===== src/rtl/change_pkg.sv =====
// Shared types and constants for the sequential change dispenser.
//   state_e       : controller states
//   *_VAL         : default coin values (circle, triangle, pentagon)
//   IDX_*         : default coin type indices into the inventory/value vectors
package change_pkg;

  typedef enum logic [1:0] {
    IDLE     = 2'd0,
    CHECK    = 2'd1,
    DISPENSE = 2'd2,
    DONE     = 2'd3
  } state_e;

  localparam int unsigned DEF_VAL_W = 4;

  localparam logic [DEF_VAL_W-1:0] CIRCLE_VAL   = 4'd1;
  localparam logic [DEF_VAL_W-1:0] TRIANGLE_VAL = 4'd3;
  localparam logic [DEF_VAL_W-1:0] PENTAGON_VAL = 4'd5;

  localparam int unsigned IDX_CIRCLE   = 0;
  localparam int unsigned IDX_TRIANGLE = 1;
  localparam int unsigned IDX_PENTAGON = 2;

endpackage


===== src/rtl/change_dispenser_seq_coin_selector.sv =====
// Greedy coin pick: largest-valued coin type that fits in the amount still
// owed and has stock left; on equal values the lower index wins.
//   remaining   : amount still owed
//   inventory   : packed per-type counts, slice i is type i
//   coin_values : packed per-type values, slice i is type i
//   found       : some type qualifies
//   idx         : index of the chosen type (0 when nothing qualifies)
module coin_selector #(
  parameter int unsigned NUM_TYPES = 3,
  parameter int unsigned VAL_W     = 4,
  parameter int unsigned CNT_W     = 2,
  parameter int unsigned IDX_W     = 2
) (
  input  logic [VAL_W-1:0]           remaining,
  input  logic [NUM_TYPES*CNT_W-1:0] inventory,
  input  logic [NUM_TYPES*VAL_W-1:0] coin_values,
  output logic                       found,
  output logic [IDX_W-1:0]           idx
);

  logic [VAL_W-1:0] best_val;

  // Strict '>' keeps the earliest (lowest) index among equal values.
  always_comb begin
    found    = 1'b0;
    idx      = '0;
    best_val = '0;
    for (int i = 0; i < NUM_TYPES; i++) begin
      if ((coin_values[i*VAL_W +: VAL_W] <= remaining) &&
          (inventory[i*CNT_W +: CNT_W] != '0) &&
          (!found || (coin_values[i*VAL_W +: VAL_W] > best_val))) begin
        found    = 1'b1;
        idx      = IDX_W'(i);
        best_val = coin_values[i*VAL_W +: VAL_W];
      end
    end
  end

endmodule


===== src/rtl/change_dispenser_seq.sv =====
// Sequential change machine: latches cost/paid, computes the change owed and
// pays it out one coin per valid/ready handshake from an internal inventory,
// greedy largest-coin-first, capped at MAX_COINS coins per transaction.
//   CLOCK_100, reset_L          : clock, async active-low reset
//   cost, paid, start           : transaction request (IDLE only)
//   load_inv, inv_in            : inventory load (IDLE only, beats start)
//   coin_valid/ready, coin_type : coin payout handshake
//   remaining, busy, done       : progress/status
//   exact_amount, not_enough_change, cough_up_more : result flags
//   inventory                   : current per-type counts
module change_dispenser_seq
  import change_pkg::*;
#(
  parameter int unsigned                   NUM_TYPES   = 3,
  parameter int unsigned                   VAL_W       = 4,
  parameter int unsigned                   CNT_W       = 2,
  parameter logic [NUM_TYPES*VAL_W-1:0]    COIN_VALUES = {PENTAGON_VAL, TRIANGLE_VAL, CIRCLE_VAL},
  parameter int unsigned                   MAX_COINS   = 2
) (
  input  logic                           CLOCK_100,
  input  logic                           reset_L,
  input  logic [VAL_W-1:0]               cost,
  input  logic [VAL_W-1:0]               paid,
  input  logic                           start,
  input  logic                           load_inv,
  input  logic [NUM_TYPES*CNT_W-1:0]     inv_in,
  output logic                           coin_valid,
  input  logic                           coin_ready,
  output logic [$clog2(NUM_TYPES)-1:0]   coin_type,
  output logic [VAL_W-1:0]               remaining,
  output logic                           busy,
  output logic                           done,
  output logic                           exact_amount,
  output logic                           not_enough_change,
  output logic                           cough_up_more,
  output logic [NUM_TYPES*CNT_W-1:0]     inventory
);

  localparam int unsigned IDX_W = $clog2(NUM_TYPES);
  localparam int unsigned CC_W  = $clog2(MAX_COINS + 1);

  state_e                     state_q, state_d;
  logic [VAL_W-1:0]           cost_q, cost_d;
  logic [VAL_W-1:0]           paid_q, paid_d;
  logic [CC_W-1:0]            coin_cnt_q, coin_cnt_d;
  logic [VAL_W-1:0]           remaining_d;
  logic                       coin_valid_d;
  logic [IDX_W-1:0]           coin_type_d;
  logic                       busy_d, done_d;
  logic                       exact_d, nec_d, cough_d;
  logic [NUM_TYPES*CNT_W-1:0] inventory_d;

  logic                       sel_found_c;
  logic [IDX_W-1:0]           sel_idx_c;

  coin_selector #(
    .NUM_TYPES (NUM_TYPES),
    .VAL_W     (VAL_W),
    .CNT_W     (CNT_W),
    .IDX_W     (IDX_W)
  ) u_sel (
    .remaining   (remaining),
    .inventory   (inventory),
    .coin_values (COIN_VALUES),
    .found       (sel_found_c),
    .idx         (sel_idx_c)
  );

  // State and registered outputs.
  always_ff @(posedge CLOCK_100 or negedge reset_L) begin
    if (!reset_L) begin
      state_q           <= IDLE;
      cost_q            <= '0;
      paid_q            <= '0;
      coin_cnt_q        <= '0;
      remaining         <= '0;
      coin_valid        <= 1'b0;
      coin_type         <= '0;
      busy              <= 1'b0;
      done              <= 1'b0;
      exact_amount      <= 1'b0;
      not_enough_change <= 1'b0;
      cough_up_more     <= 1'b0;
      inventory         <= '0;
    end else begin
      state_q           <= state_d;
      cost_q            <= cost_d;
      paid_q            <= paid_d;
      coin_cnt_q        <= coin_cnt_d;
      remaining         <= remaining_d;
      coin_valid        <= coin_valid_d;
      coin_type         <= coin_type_d;
      busy              <= busy_d;
      done              <= done_d;
      exact_amount      <= exact_d;
      not_enough_change <= nec_d;
      cough_up_more     <= cough_d;
      inventory         <= inventory_d;
    end
  end

  // Next-state and next-output logic.
  always_comb begin
    state_d      = state_q;
    cost_d       = cost_q;
    paid_d       = paid_q;
    coin_cnt_d   = coin_cnt_q;
    remaining_d  = remaining;
    coin_valid_d = coin_valid;
    coin_type_d  = coin_type;
    exact_d      = exact_amount;
    nec_d        = not_enough_change;
    cough_d      = cough_up_more;
    inventory_d  = inventory;

    unique case (state_q)
      IDLE: begin
        if (load_inv) begin
          inventory_d = inv_in;
        end else if (start) begin
          cost_d  = cost;
          paid_d  = paid;
          exact_d = 1'b0;
          nec_d   = 1'b0;
          cough_d = 1'b0;
          state_d = CHECK;
        end
      end

      CHECK: begin
        coin_cnt_d = '0;
        if (paid_q < cost_q) begin
          cough_d     = 1'b1;
          remaining_d = '0;
          state_d     = DONE;
        end else if (paid_q == cost_q) begin
          exact_d     = 1'b1;
          remaining_d = '0;
          state_d     = DONE;
        end else begin
          remaining_d = paid_q - cost_q;
          state_d     = DISPENSE;
        end
      end

      DISPENSE: begin
        if (coin_valid) begin
          // Hold the presented coin until it is taken; then spend a cycle
          // with valid low so the selector sees the updated totals.
          if (coin_ready) begin
            coin_valid_d = 1'b0;
            coin_cnt_d   = coin_cnt_q + CC_W'(1);
            for (int i = 0; i < NUM_TYPES; i++) begin
              if (coin_type == IDX_W'(i)) begin
                inventory_d[i*CNT_W +: CNT_W] = inventory[i*CNT_W +: CNT_W] - CNT_W'(1);
                remaining_d = remaining - COIN_VALUES[i*VAL_W +: VAL_W];
              end
            end
          end
        end else if (sel_found_c && (remaining != '0) && (coin_cnt_q < CC_W'(MAX_COINS))) begin
          coin_valid_d = 1'b1;
          coin_type_d  = sel_idx_c;
        end else begin
          nec_d   = (remaining != '0);
          state_d = DONE;
        end
      end

      DONE: begin
        state_d = IDLE;
      end

      default: begin
        state_d = IDLE;
      end
    endcase

    busy_d = (state_d == CHECK) || (state_d == DISPENSE);
    done_d = (state_d == DONE);
  end

endmodule

===== config.mk =====
export PLATFORM = sky130hd
export DESIGN_NAME = change_dispenser_seq
export DESIGN_NICKNAME = d
export VERILOG_FILES = /design/src/rtl/change_pkg.sv /design/src/rtl/change_dispenser_seq_coin_selector.sv /design/src/rtl/change_dispenser_seq.sv
export SDC_FILE = /design/constraint.sdc
export NUM_CORES = 1
export LEC_CHECK = 0
export CORE_UTILIZATION = 55
export DETAILED_ROUTE_END_ITERATION = 6
export PLACE_DENSITY = 0.84
export SETUP_SLACK_MARGIN = 0.1
export SYNTH_ARGS = -nofsm -noshare
export SYNTH_HDL_FRONTEND = slang
export SYNTH_SLANG_ARGS = --single-unit

===== constraint.sdc =====
create_clock -name CLOCK_100 -period 4.4 [get_ports CLOCK_100]
set_clock_uncertainty 0.2 [all_clocks]
set_input_delay 0.88 -clock CLOCK_100 [delete_from_list [all_inputs] [get_ports CLOCK_100]]
set_output_delay 0.88 -clock CLOCK_100 [all_outputs]
set_load 0.02 [all_outputs]

# Yosys cells after proc, flatten, opt, wreduce, memory -nomap -nowiden
# Cells that the tools add are included.
[word_totals]
in_bits = 19
ff_bits = 30
[op_classes]
magnitude_cmp = 7
muxes = 45
n_eq_ne = 23
n_reduce_logical = 31
bitwise = 2
addsub = 8
[ops]
columns = ["cell", "n"]
rows = [
  ["2-to-1 mux 4 bit", 7],
  ["!= test 2 bit, second input constant", 13],
  ["AND reduction 5 bit", 5],
  ["2-to-1 mux 2 bit", 11],
  ["2-to-1 mux 6 bit", 3],
  ["2-to-1 mux 1 bit", 17],
  ["one-hot mux 6 bit (2 select lines)", 1],
  ["nonzero test 2 bit", 6],
  ["equality test 2 bit, second input constant", 5],
  ["AND reduction 3 bit", 3],
  ["one-hot mux 2 bit (4 select lines)", 1],
  ["one-hot mux 4 bit (2 select lines)", 1],
  ["AND reduction 4 bit", 2],
  ["logical AND 1 bit", 7],
  ["equality test 2 x 1 -> 1 bit, second input constant", 3],
  ["one-hot mux 1 bit (2 select lines)", 3],
  ["subtractor 2 x 1 -> 2 bit, second input constant", 3],
  ["equality test 4 bit", 1],
  ["<= comparator 1 x 4 -> 1 bit, first input constant", 1],
  ["<= comparator 2 x 4 -> 1 bit, first input constant", 1],
  ["<= comparator 3 x 4 -> 1 bit, first input constant", 1],
  ["logical NOT 2 bit", 2],
  ["less-than comparator 4 bit", 1],
  ["!= test 4 bit, second input constant", 1],
  ["13 further kinds", 17],
]

# Depth between registers and ports, before layout
# Gate-level depths: netlist of the first run.
[depth]
depth_word = 18
mapped_depth = 10

# Cells and area by module
# A second synthesis of the first run with hierarchy kept.
[unflattened]
cells_unflattened = 246
hier_area_um2 = 2339.7
[by_module_without_submodules]
columns = ["module", "cells_per_inst", "area_each_um2", "n_inst", "seq_area_each_um2"]
rows = [
  ["change_dispenser_seq", 173, 1776.7, 1, 750.7],
  ["coin_selector", 73, 563.0, 1, 0.0],
]

# Worst setup path after synthesis of the first run
# No wires, ideal clock.
[synth_path]
kind = "reg2reg"
from = "register remaining[0]"
to = "register busy"
stages_incl_launch_ff = 9
t_arrival_ps = 2214
synth_period_minus_slack_ps = 2540
setup_time_ps = 126
setup_slack_ps = 1860
required_ps = 4074
path_cell_list = "dfrtp_1 -> inv_1 -> ha_1 -> nor4bb_1 -> nor4b_2 -> o22ai_1 -> a2111oi_0 -> a211oi_1 -> ha_1"
[synth_via]
elab_chain_cells = 18
[synth_rtl]
columns = ["item", "line", "text"]
rows = [
  ["start: declaration", "change_dispenser_seq.sv:30", "output logic [VAL_W-1:0] remaining,"],
  ["start signal: assignment", "change_dispenser_seq.sv:90", "remaining <= remaining_d;"],
  ["<= comparator 1 x 4 -> 1 bit", "change_dispenser_seq_coin_selector.sv:29", "if ((coin_values[i*VAL_W +: VAL_W] <= remaining) &&"],
  ["logical AND 1 bit", "change_dispenser_seq_coin_selector.sv:29", ""],
  ["2-to-1 mux 1 bit", "change_dispenser_seq_coin_selector.sv:29", ""],
  ["greater-than comparator 2 x 1 -> 1 bit / logical NOT 1 bit (equally long branches)", "change_dispenser_seq_coin_selector.sv:31", "(!found || (coin_values[i*VAL_W +: VAL_W] > best_val))) begin"],
  ["logical OR 1 bit", "change_dispenser_seq_coin_selector.sv:31", ""],
  ["logical AND 1 bit", "change_dispenser_seq_coin_selector.sv:30", "(inventory[i*CNT_W +: CNT_W] != '0) &&"],
  ["2-to-1 mux 2 bit / 2-to-1 mux 1 bit (equally long branches)", "change_dispenser_seq_coin_selector.sv:29", ""],
  ["greater-than comparator 3 x 2 -> 1 bit / logical NOT 1 bit (equally long branches)", "change_dispenser_seq_coin_selector.sv:31", ""],
  ["(+3 left out)", "n/a", ""],
  ["logical AND 1 bit (*) (2 in a row)", "change_dispenser_seq.sv:160", "end else if (sel_found_c && (remaining != '0) && (coin_cnt_q < CC_W'(MAX_COINS))) begin"],
  ["2-to-1 mux 2 bit (*)", "change_dispenser_seq.sv:160", ""],
  ["2-to-1 mux 2 bit (*)", "change_dispenser_seq.sv:147", "if (coin_valid) begin"],
  ["one-hot mux 2 bit (4 select lines) (*)", "change_dispenser_seq.sv:116", "unique case (state_q)"],
  ["net state_d[0]", "change_dispenser_seq.sv:42", "state_e state_q, state_d;"],
  ["equality test 2 x 1 -> 1 bit / equality test 2 bit (equally long branches)", "change_dispenser_seq.sv:178", "busy_d = (state_d == CHECK) || (state_d == DISPENSE);"],
  ["logical OR 1 bit (*)", "change_dispenser_seq.sv:178", ""],
  ["net busy_d", "change_dispenser_seq.sv:49", "logic busy_d, done_d;"],
  ["end signal: assignment", "change_dispenser_seq.sv:93", "busy <= busy_d;"],
  ["end: declaration", "change_dispenser_seq.sv:31", "output logic busy,"],
]
# The timed path passes the listed nets; every way through them passes the cells marked *.
# A chain may end at the register's enable or synchronous reset.

# Worst setup path after layout of the first run
[layout_path]
from = "register state_q[0]"
to = "register remaining[3]"
[layout_via]
elab_chain_cells = 3
[layout_rtl]
columns = ["item", "line", "text"]
rows = [
  ["start: declaration", "change_dispenser_seq.sv:42", ""],
  ["start signal: assignment", "change_dispenser_seq.sv:86", "state_q <= state_d;"],
  ["equality test 2 bit / equality test 2 x 1 -> 1 bit (equally long branches)", "change_dispenser_seq.sv:116", ""],
  ["!= test 4 bit (no line), or another cell as far along", "n/a", ""],
  ["AND reduction 4 bit (no line)", "n/a", ""],
]
# Several ways; a longest one is shown, not always the timed one.

==> results of run 1 <==
[per-layer routing]
| layer | routed length (µm) | up-vias | track usage, % | part of all wire [%] |
|---|---|---|---|---|
| li1 | - | 780 | - | - |
| met1 | 1780 | 791 | 30.9 | 42 |
| met2 | 2160 | 51 | 45.7 | 51 |
| met3 | 209 | 10 | 7.04 | 4.9 |
| met4 | 78 | 0 | 10.1 | 1.8 |
| met5 | 0 | - | 0 | 0 |
[through the flow]
stage / total power, mW / hold slack (ns)
global placement: 1.71 / 0.274
floorplan: 1.42 / 0.258
CTS: 1.96 / 0.315
finish: 1.96 / 0.319
detailed placement: 1.78 / 0.302
global route: 2.12 / 0.323
[flip-flops by register name, summed over array words and instances, names as in the netlist]
signal	count
cost_q	4
cough_up_more	1
state_q	2
paid_q	4
not_enough_change	1
done	1
coin_valid	1
coin_cnt_q	2
inventory	6
remaining	4
exact_amount	1
busy	1
coin_type	2
[critical path: cells and delay by family (launching register included)]
family                   cells  cell delay, ns
buffers and inverters        2            0.58
flip-flops                   1            0.40
AO/OA/AOI/OAI                2            0.88
adder cells (fa/ha/maj)      1            0.64
AND/OR/NAND/NOR              1            0.12
[placed cells by master (no fill, tap or decap), types with 2 or more instances in the layout]
cell type                         netlist  routed
sky130_fd_sc_hd__dfrtp_1               30      30
sky130_fd_sc_hd__a21o_1                 3       3
sky130_fd_sc_hd__nor3_1                 7       7
sky130_fd_sc_hd__nor3b_1                2       2
sky130_fd_sc_hd__a31oi_1                2       2
sky130_fd_sc_hd__inv_1                 16      16
sky130_fd_sc_hd__a21oi_1               14      14
sky130_fd_sc_hd__a211oi_1               3       3
sky130_fd_sc_hd__nor4b_1                2       2
sky130_fd_sc_hd__nand3_1                3       3
sky130_fd_sc_hd__o21a_1                 2       2
sky130_fd_sc_hd__xor2_1                 2       2
sky130_fd_sc_hd__clkbuf_4               0       5
sky130_fd_sc_hd__nand2b_1               4       4
sky130_fd_sc_hd__or2_2                  2       2
sky130_fd_sc_hd__nor2b_1                2       2
sky130_fd_sc_hd__xnor2_1                2       2
sky130_fd_sc_hd__clkdlybuf4s50_1        0      36
sky130_fd_sc_hd__ha_1                  15      15
sky130_fd_sc_hd__o21ai_1                2       2
sky130_fd_sc_hd__nand2_1               12      12
sky130_fd_sc_hd__mux2_2                 8       8
sky130_fd_sc_hd__mux2_4                 2       2
sky130_fd_sc_hd__nor2_1                13      13
sky130_fd_sc_hd__o21ai_0               12      12
sky130_fd_sc_hd__o22ai_1                3       3
sky130_fd_sc_hd__a21boi_0               2       2
[area by class of cell]
type / count / area [µm²] / share of cell area (%)
inverters: 17 / 63.8 / 2.74
repair buffers: 37 / 368 / 15.8
multi-input cells: 142 / 1030 / 44.4
clock buffers: 7 / 55.1 / 2.36
flip-flops and latches: 30 / 751 / 32.2
well taps: 44 / 55.1 / 2.36
clock inverters: 1 / 5.00 / 0.215
[final timing paths]
| check | start | endpoint | depth (start not counted) |
|---|---|---|---|
| max reg2reg | state_q[0]$_DFF_PN0_ | remaining[3]$_DFFE_PN0P_ | 6 |
| max in group asynchronous | reset_L | inventory[5]$_DFFE_PN0P_ | 2 |
| max | state_q[0]$_DFF_PN0_ | remaining[3]$_DFFE_PN0P_ | 6 |
| min in group asynchronous | reset_L | paid_q[0]$_DFFE_PN0P_ | 2 |
| min | paid_q[0]$_DFFE_PN0P_ | paid_q[0]$_DFFE_PN0P_ | 1 |
| min reg2reg | paid_q[0]$_DFFE_PN0P_ | paid_q[0]$_DFFE_PN0P_ | 1 |
[Yosys cell counts (2+ instances only)]
master,instances
sky130_fd_sc_hd__nand2b_1,4
sky130_fd_sc_hd__nor4b_1,2
sky130_fd_sc_hd__clkbuf_1,3
sky130_fd_sc_hd__nand2_1,12
sky130_fd_sc_hd__inv_1,16
sky130_fd_sc_hd__a21boi_0,2
sky130_fd_sc_hd__o22ai_1,3
sky130_fd_sc_hd__nor3b_1,2
sky130_fd_sc_hd__xor2_1,2
sky130_fd_sc_hd__mux2_4,2
sky130_fd_sc_hd__a21o_1,3
sky130_fd_sc_hd__or2_2,2
sky130_fd_sc_hd__mux2_2,8
sky130_fd_sc_hd__nor3_1,7
sky130_fd_sc_hd__nand3_1,3
sky130_fd_sc_hd__nor2b_1,2
sky130_fd_sc_hd__dfrtp_1,30
sky130_fd_sc_hd__o21ai_1,2
sky130_fd_sc_hd__xnor2_1,2
sky130_fd_sc_hd__o21a_1,2
sky130_fd_sc_hd__a31oi_1,2
sky130_fd_sc_hd__o21ai_0,12
sky130_fd_sc_hd__ha_1,15
sky130_fd_sc_hd__a21oi_1,14
sky130_fd_sc_hd__a211oi_1,3
sky130_fd_sc_hd__nor2_1,13
[cells by family (layout without fill, tap and decap cells)]
| family | count (synthesis) | count (layout) | synth area share [%] |
|---|---|---|---|
| AO/OA/AOI/OAI | 54 | 54 | 18.3 |
| XOR/XNOR | 4 | 4 | 1.85 |
| adder cells (fa/ha/maj) | 17 | 17 | 11.5 |
| buffers and inverters | 24 | 62 | 5.50 |
| flip-flops | 30 | 30 | 39.7 |
| multiplexers | 11 | 11 | 6.89 |
| AND/OR/NAND/NOR | 56 | 56 | 16.2 |
[power by group through the flow]
stage	combinational, mW	sequential (mW)	clock [mW]
after floorplan	0.831	0.586	0
after detailed placement	1.23	0.546	0
after global routing	1.37	0.565	0.183
after global placement	1.17	0.535	0
after CTS	1.24	0.540	0.176
final	1.24	0.544	0.173
==> results.txt, run 1 <==
The setup path with the least slack is of type flop to flop. The total count of hold-check failures in the final report is 0. The cts-stage hold buffer count came out at 0. The number of clock sinks seen by CTS is 30. The later pin in the worst-skew pair is clocked with a latency of 0.33 ns. The post-detailed-route via-to-cell ratio is 5.87. The clock buffer count from CTS is 5. Counting I/O delays and the setup requirement, the final critical path takes 2.91 ns. At the worst endpoint, the arrival time is 2.94 ns.

The portion of total power attributed to sequential cells is 27.8%. The number of pins with negative max-slew slack in the final report was 0. The min-delay analysis places its worst path in the category flop to flop.

Summing the sequential cell areas from Yosys gives 39.7% of the chip area. The worst setup slack after placement came out at 1.41 ns. The largest fanout on the critical path came out at 22. The die outline width is 60.6 µm. The fraction of power spent switching nets is 45.9%. The via count of the first global-routing pass is 1631. The post-detailed-route DRC marker count came out at 0. After synthesis, the cell types taking the most area are sky130_fd_sc_hd__dfrtp_1 (40%), sky130_fd_sc_hd__ha_1 (9.9%), sky130_fd_sc_hd__mux2_2 (4.8%), sky130_fd_sc_hd__a21oi_1 (3.7%), sky130_fd_sc_hd__o21ai_0 (3.2%). The worst-case register-to-register setup slack came out at 1.49 ns. Global routing used 26.2% of the available tracks. The leftover overflow at the end of global routing came out at 0. The clock root buffer is sky130_fd_sc_hd__clkbuf_4. The TritonCTS clock tree is built. For this design the static power due to leakage is 1.04 nW. The final setup violation count is 0. In the finished design, the share of the clock period the worst path needs comes to 66.2%. The share of synthesized registers carrying an async set or reset came out at 100%. The biggest cell delay along the critical path is 0.64 ns. The final HPWL from detailed placement is 3250 µm. The number of nets produced by synthesis came out at 231. In the final routed layout, each cell accounts on average for 15.2 µm.

The internal cell power came out at 1.06 mW. The core footprint came out at 3150 µm². The cell count after synthesis came out at 196. The level count of the clock H-tree came out at 2. The first-pass GRT wire length is 7000 µm. The worst setup path is launched from a flop. The fraction of final layout cells sized beyond drive strength 1 came out at 10.3%.

The run finished with clean final reports. The number of cell rows came out at 20. The layout has 245 filler cells.

Across the run, the number of max-cap violations was 0. The number of distinct library cell variants in the gate-level netlist after synthesis came out at 54. After clock tree synthesis, the clock-pin slew on the worst setup and hold paths is 0.10 ns.

The library cell contributing the largest single delay on the critical path is sky130_fd_sc_hd__ha_1. The synthesized netlist occupies a cell area of 1890 µm². The total via count in the routed design came out at 1632. The finished layout holds 278 standard cells, fillers aside.

sky130_fd_sc_hd__dfrtp_1 takes more of the synthesized area than any other cell. In this run the cell area measured after placement is 2270 µm². The headroom to the max-slew limit is 50.5%. The placed instance count is 270. The count of nets left with antenna violations once routing finished came out at 0. The number of iterations in the first detailed-routing pass is 4.

The post-cts sizing count is 0. In this run the vertical extent of the chip is 60.6 µm. The net count of the finished layout is 268.

The critical path data required time came out at 4.43 ns. Setup repair after global routing left no endpoint under its margin. Cells fill 74.0% of the core in the end.

For the pin with the worst max-slew slack, the measured transition is 0.741 ns. The largest net degree at the start of global routing came out at 31. The critical path goes through inv_1 -> ha_1 -> clkinv_1 -> o21ai_1 -> nor4b_1 -> a211o_1.

The fraction of post-synthesis cell area in the top cell type by area came out at 39.7%. 37 I/O pins were placed. The flip-flop and latch count after synthesis is 30. The proportion of power drawn by combinational gates is 63.4%. The weighted congestion reported at the end of routability-driven placement came out at 0.822. STA classifies the critical path endpoint as a flop. The die area came out at 3670 µm². Summed over all layers, the routed wires come to 4230 µm. In the post-route analysis, the smallest setup slack over all paths is 1.49 ns.

The number of enable flip-flop cells after synthesis came out at 0. The top achievable clock speed is 343 MHz. The synthesis warning total came out at 0. The number of antenna violations at the first check in global routing was 0. The antenna cell count came out at 0. The design area came out at 2330 µm².

The initial core utilization is 59.9%. For the final routed database, the setup TNS stands at 0 ns. The port buffer count is 36. The detailed router's first-iteration violation count came out at 84. The power density over the cells came out at 839 nW/µm². The number of setup buffers added after CTS came out at 0. The reported net switching power is 0.899 mW.

No sink is reached through more buffers than the 2 on the longest clock path. The average cell area after synthesis is 9.64 µm². For this run, the leading register cell type out of synthesis is sky130_fd_sc_hd__dfrtp_1. The area added between synthesis and finish came out at 23.4%. IR analysis of the VDD net gives a maximum drop of 0.435 mV. The clock network fraction of total power is 8.8%.
Note: power is estimated with default switching activity, not from simulation.
==> inputs of run 2 (changes only) <==
--- a/config.mk
+++ b/config.mk
@@ -5,9 +5,9 @@
 export SDC_FILE = /design/constraint.sdc
 export NUM_CORES = 1
 export LEC_CHECK = 0
-export CORE_UTILIZATION = 55
+export CORE_UTILIZATION = 47
 export DETAILED_ROUTE_END_ITERATION = 6
-export PLACE_DENSITY = 0.84
+export PLACE_DENSITY = 0.77
 export SETUP_SLACK_MARGIN = 0.1
 export SYNTH_ARGS = -nofsm -noshare
 export SYNTH_HDL_FRONTEND = slang
==> constraint.sdc (replaced) <==
create_clock -name CLOCK_100 -period 2.59 [get_ports CLOCK_100]
set_clock_uncertainty 0.2 [all_clocks]
set_input_delay 0.518 -clock CLOCK_100 [delete_from_list [all_inputs] [get_ports CLOCK_100]]
set_output_delay 0.518 -clock CLOCK_100 [all_outputs]
set_load 0.02 [all_outputs]
==> results.txt, run 2 (synthesis results as in run 1) <==
The register with the most flip-flops in the final layout is inventory. The final layout net count is 278. The worst-case register-to-register setup slack came out at 0.18 ns.

The cts-stage hold buffer count is 0. The worst-case clock buffer depth is 2. Once routing completed, OpenROAD measured the worst setup slack at 0.183 ns. The total via count in the routed design is 1590.

The biggest cell delay along the critical path is 0.39 ns. The fraction of final layout cells sized beyond drive strength 1 is 17.6%. The footprint of the multi-input gates is 1080 µm². The critical path is of the flop to flop type. The antenna cell count came out at 0. The die covers 4280 µm².

The later pin in the worst-skew pair is clocked with a latency of 0.28 ns. The path class of the lowest-slack min-delay path is flop to flop. The leftover overflow at the end of global routing came out at 0. The critical path arrival came out at 2.37 ns. The detailed router's first-iteration violation count came out at 69. The run finished with clean final reports. Setup violations remaining at the end of the flow were counted as 0. The worst setup path is launched from a flop.

The total count of hold-check failures in the final report came out at 0. Traced cell by cell, the critical path runs through inv_1 -> ha_2 -> inv_2 -> fa_2 -> a21o_1 -> a21oi_2 -> or2_4 -> a21boi_2 -> a211oi_2 -> ha_1. The first detailed-routing pass ran for 4 iterations. Clock tree synthesis selected as its root buffer the cell sky130_fd_sc_hd__clkbuf_8. The area added between synthesis and finish is 31.4%.

Across every metal layer, demand over resource in global routing totals 20.5%. In the finished design, the share of the clock period the worst path needs comes to 92.9%. The storage element area is 753 µm².

The via count of the first global-routing pass is 1491. The clock buffer count from CTS is 5. The terminating pin of the worst hold path is paid_q[2]$_DFFE_PN0P_. The post-detailed-route via-to-cell ratio came out at 5.45.

Together, buffers and inverters on the worst path number 2. The worst hold path begins at paid_q[2]$_DFFE_PN0P_. STA puts the critical path data required time at 2.56 ns. Once the floorplan was initialized, standard cells occupied 50.1% of the core. The floorplan step set the die height to 65.4 µm.

The headroom to the max-slew limit came out at 74.6%. The post-detailed-route DRC marker count is 0. The final HPWL from detailed placement came out at 2850 µm. The worst setup slack after placement came out at -0.00273 ns. Measured in cells, the most critical reg-to-reg path has a length of 10. The number of antenna violations at the first check in global routing is 0. The most common library cell in the layout ignoring fill and taps is sky130_fd_sc_hd__clkdlybuf4s50_1. The total area inside the core boundary comes to 3770 µm². The first-pass GRT wire length came out at 6580 µm. The top-level port count is 37. The worst hold path stage count came out at 1. The number of cell rows is 22. Tracing the worst setup path back leads to its startpoint at paid_q[0]$_DFFE_PN0P_. The power density over the cells is 1470 nW/µm². The minimum clock period after layout is 2.41 ns.

The accumulated negative setup slack came out at 0 ns. The terminus of the critical flop-to-flop path is busy$_DFF_PN0_. The number of flip-flops in the largest register is 6. Summed over all cells, the static leakage comes to 1.09 nW. Wires add up to 3920 µm. The register clock-pin slew on the reported worst setup and hold paths is 0.06 ns. The number of max-cap violations came out at 0. The cell family contributing the most delay on the critical path is adder cells.

The design draws 3.65 mW. Cells fill 65.8% of the core in the end. The level count of the clock H-tree came out at 2. For this design, the slowest cell found on the critical path is sky130_fd_sc_hd__fa_2. The count of filler cells inserted in the layout came out at 337. The number of clock sinks seen by CTS is 30. The number of pins with negative max-slew slack in the final report is 0. In this run the critical register-to-register path is launched from paid_q[0]$_DFFE_PN0P_. In the layout the commonest cells are sky130_fd_sc_hd__clkdlybuf4s50_1 (36), sky130_fd_sc_hd__dfrtp_1 (28), sky130_fd_sc_hd__inv_1 (15). The number of nets still failing antenna checks after routing came out at 0.

The weighted congestion reported at the end of routability-driven placement came out at 0.798. Setup repair after global routing could not meet its margin everywhere. The design area is 2480 µm².

The average wire per standard cell came out at 13.4 µm. At the pin with the least slew margin, the transition time is 0.381 ns. The largest net degree at the start of global routing came out at 31. The worst voltage drop across the vdd grid came out at 0.759 mV. The die outline width came out at 65.4 µm. TritonCTS built the clock tree.

The largest fanout on the critical path is 3. Derived from the worst setup path, the maximum achievable clock frequency is 416 MHz. The placed instances occupy a cell area of 2320 µm².

The port buffer count came out at 36. The type of element capturing the critical path is a flop.
run 2: cell count changes in the layout (fill, tap and decap cells not counted), sizes merged:
cell and delta:
buf +10, clkbuf +1, clkinv -1
run 2: per-layer routing:
| layer | share of wire [%] | global-route usage (%) | vias to the layer above |
|---|---|---|---|
| met3 | 5.1 | 5.21 | 11 |
| met2 | 49 | 36.0 | 43 |
| met1 | 43 | 23.5 | 745 |
| met5 | 0 | 0 | - |
| met4 | 2.2 | 8.42 | 0 |
| li1 | - | - | 791 |
run 2: timing repair:
item / 4_1_cts / 5_1_grt
pin swaps: 1 / 9
endpoints found under the setup margin: 1 / 2
endpoints found under the hold margin: 0 / 0
buffers inserted: 0 / 5
gates resized for setup: 7 / 6
run 2: final cells by class:
class                           count  area share [%]
Multi-Input combinational cell    142            43.6
Sequential cell                    30            30.3
Timing Repair Buffer               47            17.8
Clock buffer                        8            3.23
Inverter                           17            2.57
Tap cell                           48            2.42
run 2: worst max path at each step:
| stage | to | slack (ns) | depth (start not counted) |
|---|---|---|---|
| final | busy$_DFF_PN0_ | 0.18 | 10 |
| after global routing | busy$_DFF_PN0_ | 0.05 | 10 |
| after CTS | busy$_DFF_PN0_ | 0.13 | 10 |
| after detailed placement | busy$_DFF_PN0_ | -0.003 | 10 |
| after global placement | busy$_DFF_PN0_ | 0.11 | 9 |
| after floorplan | busy$_DFF_PN0_ | 0.12 | 10 |
run 2: worst reg2reg max path, cell delays in order (launching register included):
cell	delay, ns
sky130_fd_sc_hd__dfrtp_1	0.37
sky130_fd_sc_hd__inv_1	0.06
sky130_fd_sc_hd__ha_2	0.16
sky130_fd_sc_hd__inv_2	0.05
sky130_fd_sc_hd__fa_2	0.39
sky130_fd_sc_hd__a21o_1	0.19
sky130_fd_sc_hd__a21oi_2	0.14
sky130_fd_sc_hd__or2_4	0.16
sky130_fd_sc_hd__a21boi_2	0.06
sky130_fd_sc_hd__a211oi_2	0.25
sky130_fd_sc_hd__ha_1	0.27
run 2: stage by stage:
stage / hold slack [ns] / cells
after floorplan: 0.0224 / 196
after global placement: 0.284 / 279
after detailed placement: 0.292 / 279
after CTS: 0.305 / 287
after global routing: 0.333 / 292
final: 0.305 / 292
run 2: where the power goes:
group	total, mW	internal [mW]	switching (mW)
Clock	0.354	0.190	0.164
Combinational	2.38	1.18	1.20
Sequential	0.917	0.698	0.219
